--- config.mk ---
export PLATFORM = sky130hd
export DESIGN_NAME = updown_counter
export DESIGN_NICKNAME = d
export VERILOG_FILES = /design/src/rtl/updown_counter.sv
export SDC_FILE = /design/constraint.sdc
export NUM_CORES = 1
export LEC_CHECK = 0
export CORE_ASPECT_RATIO = 1.4
export CORE_UTILIZATION = 47
export CTS_BUF_LIST = sky130_fd_sc_hd__clkbuf_16
export DETAILED_ROUTE_END_ITERATION = 12
export HOLD_SLACK_MARGIN = 0.15
export PLACE_DENSITY = 0.79
export SKIP_LAST_GASP = 1
export SYNTH_ARGS = -nofsm -noshare
export SYNTH_HDL_FRONTEND = slang
export SYNTH_SLANG_ARGS = --single-unit
--- constraint.sdc ---
create_clock -name clk -period 2.2 [get_ports clk]
set_input_delay 0.22 -clock clk [delete_from_list [all_inputs] [get_ports clk]]
set_output_delay 0.22 -clock clk [all_outputs]
set_load 0.03 [all_outputs]
--- src/rtl/updown_counter.sv ---
// Parametrised synchronous up/down counter with programmable modulus,
// load with clamp, synchronous clear, and wrap-or-saturate boundary handling.
module updown_counter #(
    parameter int unsigned          WIDTH    = 8,
    parameter logic [WIDTH-1:0]     MAX_VAL  = {WIDTH{1'b1}},
    parameter bit                   SATURATE = 1'b0
) (
    input  logic             clk,
    input  logic             reset_n,
    input  logic             clear,
    input  logic             load,
    input  logic [WIDTH-1:0] load_data,
    input  logic             en,
    input  logic             up,
    output logic [WIDTH-1:0] count,
    output logic             at_zero,
    output logic             at_max,
    output logic             wrap
);

    logic [WIDTH-1:0] count_q, count_d;
    logic             wrap_q,  wrap_d;

    logic             is_zero;
    logic             is_max;

    assign is_zero = (count_q == '0);
    assign is_max  = (count_q == MAX_VAL);

    always_comb begin
        count_d = count_q;
        wrap_d  = 1'b0;
        if (clear) begin
            count_d = '0;
        end else if (load) begin
            count_d = (load_data > MAX_VAL) ? MAX_VAL : load_data;
        end else if (en) begin
            if (up) begin
                if (is_max) begin
                    wrap_d  = 1'b1;
                    count_d = SATURATE ? MAX_VAL : '0;
                end else begin
                    count_d = count_q + WIDTH'(1);
                end
            end else begin
                if (is_zero) begin
                    wrap_d  = 1'b1;
                    count_d = SATURATE ? '0 : MAX_VAL;
                end else begin
                    count_d = count_q - WIDTH'(1);
                end
            end
        end
    end

    // Reset is sampled on the clock edge, so it also suppresses a same-edge wrap.
    always_ff @(posedge clk) begin
        if (!reset_n) begin
            count_q <= '0;
            wrap_q  <= 1'b0;
        end else begin
            count_q <= count_d;
            wrap_q  <= wrap_d;
        end
    end

    assign count   = count_q;
    assign wrap    = wrap_q;
    assign at_zero = is_zero;
    assign at_max  = is_max;

endmodule

==> metrics.md <==
| Metric | Value |
|---|---|
| HPWL after DPL | `approximately 1900 microns` |
| Ant diodes | `0` |
| Yosys warnings | `0` |
| GRT overflow | `0` |
| Clk_skew | `around 5.5 ps` |
| WP data arrival | `between 1500 and 2000 ps` |
| Synthesized area | `a little under 900 sq um` |
| CP most frequent cell | `buf_4` |
| Leakage power | `0.0004646 uW` |
| Hold Crit Depth | `3` |
| Hold Crit Start | `load_data[4]` |
| Synth Net Count | `approximately 140` |
| Hold endpoint | `count[4]$_SDFFE_PP0P_` |
| TritonCTS clock tree | `yes` |
| Detail Route Antenna Nets | `0` |
| Largest family of logic cells by synthesized area | `simple AND/OR/NAND/NOR gates` |
| First-pass GRT wire length | `about 4400 microns` |
| CTS resizes | `1` |
| Top cell type's share of synthesized area | `0.2020` |
| Power, Total | `713.0 uW` |
| Number of global-route vias before repair | `912` |
| Routed wire length | `~2800 microns` |
| Startpoint Class | `register` |
| Power per cell area | `between 500 and 600 mW/mm^2` |
| Vias | `roughly 1.0k` |
| DR vias/cell | `between 6 and 7` |
| Full die area | `a little over 0.002 sq mm` |
| Fmax | `roughly 480 MHz` |
| Critical path class | `register to output pin` |
| Final Slew Violations | `0` |
| Comb power frac | `0.283` |
| Clock power frac | `0.459` |
| Setup bufs post-CTS | `0` |
| Async SR Flop Fraction | `0` |
| Post-layout minimum cycle time | `2085 ps` |
| Register share of total power | `0.258` |
| Clock Sinks | `9` |
| Int Pwr | `504.2 uW` |
| Compound-Gate Fraction of Synth Area | `0.2833` |
| Remaining DRCs | `0` |
| Synth top area cells | `dfxtp_1 20%, a21oi_1 6.2%, nand3_1 4.5%` |
| Switching portion of total power | `0.2928` |
| P&R area growth vs syn | `38.99%` |
| CP max-delay cell | `or2b_2` |
| CTS Buffer Depth | `2` |
| Num ports | `25` |
| Post-synthesis simple-gate area fraction | `0.3114` |
| Critical Path RT | `1980 ps` |
| Final setup viols | `0` |
| Avg Cell Area, Syn | `approximately 7.6 sq um` |
| Reg2Reg Depth | `7` |
| Most frequent cells in the layout | `22 x clkdlybuf4s50_1, 11 x a21oi_1, 9 x nand2_1, 9 x dfxtp_1, 9 x buf_4` |
| Critical path peak fanout | `8` |
| Distinct cells, synth | `44` |
| HP Class | `input pin to register` |
| GRT Resource Usage Total | `0.3009` |
| Synth area leader | `dfxtp_1` |
| Top FF cell, synth | `dfxtp_1` |
| Post-Syn Instances | `between 100 and 150` |
| Seq cells post-synth | `9` |
| # hold bufs at CTS | `0` |
| Largest net degree at the start of global routing | `22` |
| Final hold vios | `0` |
| Switch Pwr | `208.8 uW` |
| Critical path endpoint category | `output pin` |
| Max-slew headroom | `0.7554` |
| 1st-iter DRT viols | `between 40 and 50` |
| PortBufs | `24` |
| XOR/XNOR Fraction of Synth Area | `0.04909` |
| Reg2reg start | `count[0]$_SDFFE_PP0P_` |
| Register area share after synthesis | `0.2020` |
| Peak supply drop | `roughly 0.4 mV` |
| Pre-Repair DR Iteration Count | `4` |
| Multiplexer area fraction after synthesis | `0.02384` |
| Max-Cap Viols | `0` |
| Hold WS | `553.2 ps` |
| Share of cells above drive strength 1 | `0.1586` |
| R2R setup slack | `roughly 340 ps` |
| CP startpoint | `count[0]$_SDFFE_PP0P_` |
| Initial antenna violation count | `0` |
| Reg2reg end | `count[4]$_SDFFE_PP0P_` |
| Cell breakdown of the critical path | `buf_4 > inv_1 > ha_1 > or2b_2 > nor3_4 > buf_4` |
| Core Area | `approximately 0.0018 sq mm` |
| Routed wire length per instance | `between 15 and 20 microns` |
| Worst path max stage delay | `approximately 380 ps` |
| Adder-Cell Fraction of Synth Area | `0.04208` |
| CTS buffer count | `3` |
| Root Buffer Master | `clkbuf_16` |
| RePlAce Congestion | `approximately 0.94` |
| Clock Latency Late Sink | `~240 ps` |
| Fin Setup TNS | `0 ps` |
| Outcome | `completed` |
| Die Ht | `around 54 microns` |
| Clk slew on worst S/H paths | `40 ps` |
| Core Rows | `18` |
| Initial Utilization | `0.5014` |
| H-tree Lvls | `1` |
| RSZ-0062 raised after global routing | `false` |
| Chip width | `~39 microns` |
| Commonest non-fill, non-tap cell in the layout | `clkdlybuf4s50_1` |
| Net count reported at finish | `about 160` |
| Final Cycle Share | `0.9475` |
| Worst slew pin tran | `~370 ps` |
| Post-synth EDFFs | `0` |
-- power by group through the flow --
stage	combinational (uW)	sequential [uW]	clock, uW
floorplan	116	198	0
global placement	194	186	0
detailed placement	197	186	0
CTS	200	184	331
global route	216	185	332
finish	202	184	327
-- cells by family after synthesis --
logic type / after synthesis
DFF: 9
buffers and inverters: 16
xor gates and xnor gates: 5
and+or+nand+nor: 47
adders and majority gates: 3
AOI/OAI and AO/OA: 36
muxes: 2
-- sequential cells by signal, summed over array words and instances, names as in the netlist --
| register | flops |
|---|---|
| count | 8 |
| wrap | 1 |
-- routing by layer --
metal / wire (microns) / track usage / vias to the layer above
li1: - / - / 493
met4: 48 / 0.1264 / 0
met3: 163 / 0.05372 / 8
met2: 1390 / 0.5167 / 49
met5: 0 / 0 / -
met1: 1156 / 0.3570 / 488
-- synthesized netlist by cell type (2+ instances only) --
| master | n |
|---|---|
| a21oi_1 | 11 |
| a31oi_1 | 2 |
| buf_1 | 3 |
| buf_2 | 3 |
| buf_6 | 2 |
| dfxtp_1 | 9 |
| ha_1 | 3 |
| inv_1 | 7 |
| nand2_1 | 9 |
| nand2b_1 | 2 |
| nand3_1 | 8 |
| nor2_1 | 4 |
| nor2b_1 | 2 |
| nor3_1 | 7 |
| nor3b_1 | 3 |
| nor4_1 | 2 |
| o211ai_1 | 2 |
| o21ai_0 | 5 |
| o31a_1 | 2 |
| o31ai_1 | 2 |
| o32ai_1 | 2 |
| or2_2 | 2 |
| or4_4 | 2 |
| xnor2_1 | 3 |
| xor2_1 | 2 |
-- final cells by class --
type | instances | area (sq um)
Clock buffer | 3 | 75.07
Clock inverter | 1 | 3.754
Fill cell | 151 | 539.3
Inverter | 7 | 26.28
Multi-Input combinational cell | 93 | 633.1
Sequential cell | 9 | 180.2
Tap cell | 20 | 25.02
Timing Repair Buffer | 32 | 296.5
-- worst max-delay path: cells and delay by family, from the launching register on --
| kind | cells | cell delay, ps |
|---|---|---|
| flops | 1 | 310 |
| buf+inv | 3 | 490 |
| fa+ha+maj | 1 | 170 |
| simple gates | 2 | 660 |
-- worst max-delay path by stage --
stage                                       end  slack [ps]  cells past startpoint
final                                   at_zero         120                      6
after global routing                    at_zero          30                      6
after CTS                               at_zero         130                      6
after detailed placement                 at_max         220                      5
after global placement                   at_max         280                      5
after floorplan           count[4]$_SDFFE_PP0P_         320                      6
-- through the flow --
stage | worst slack (ps) | std cells | utilization | cell area, sq um
after floorplan | 315.9 | 118 | - | 892.1
after global placement | 279.4 | 161 | 0.6533 | 1162
after detailed placement | 221.9 | 161 | 0.6533 | 1162
after CTS | 126.2 | 165 | 0.6969 | 1240
after global routing | 27.76 | 165 | 0.6969 | 1240
final | 115.5 | 165 | 0.6969 | 1240
No activity file was read; power rests on OpenSTA's default activity.
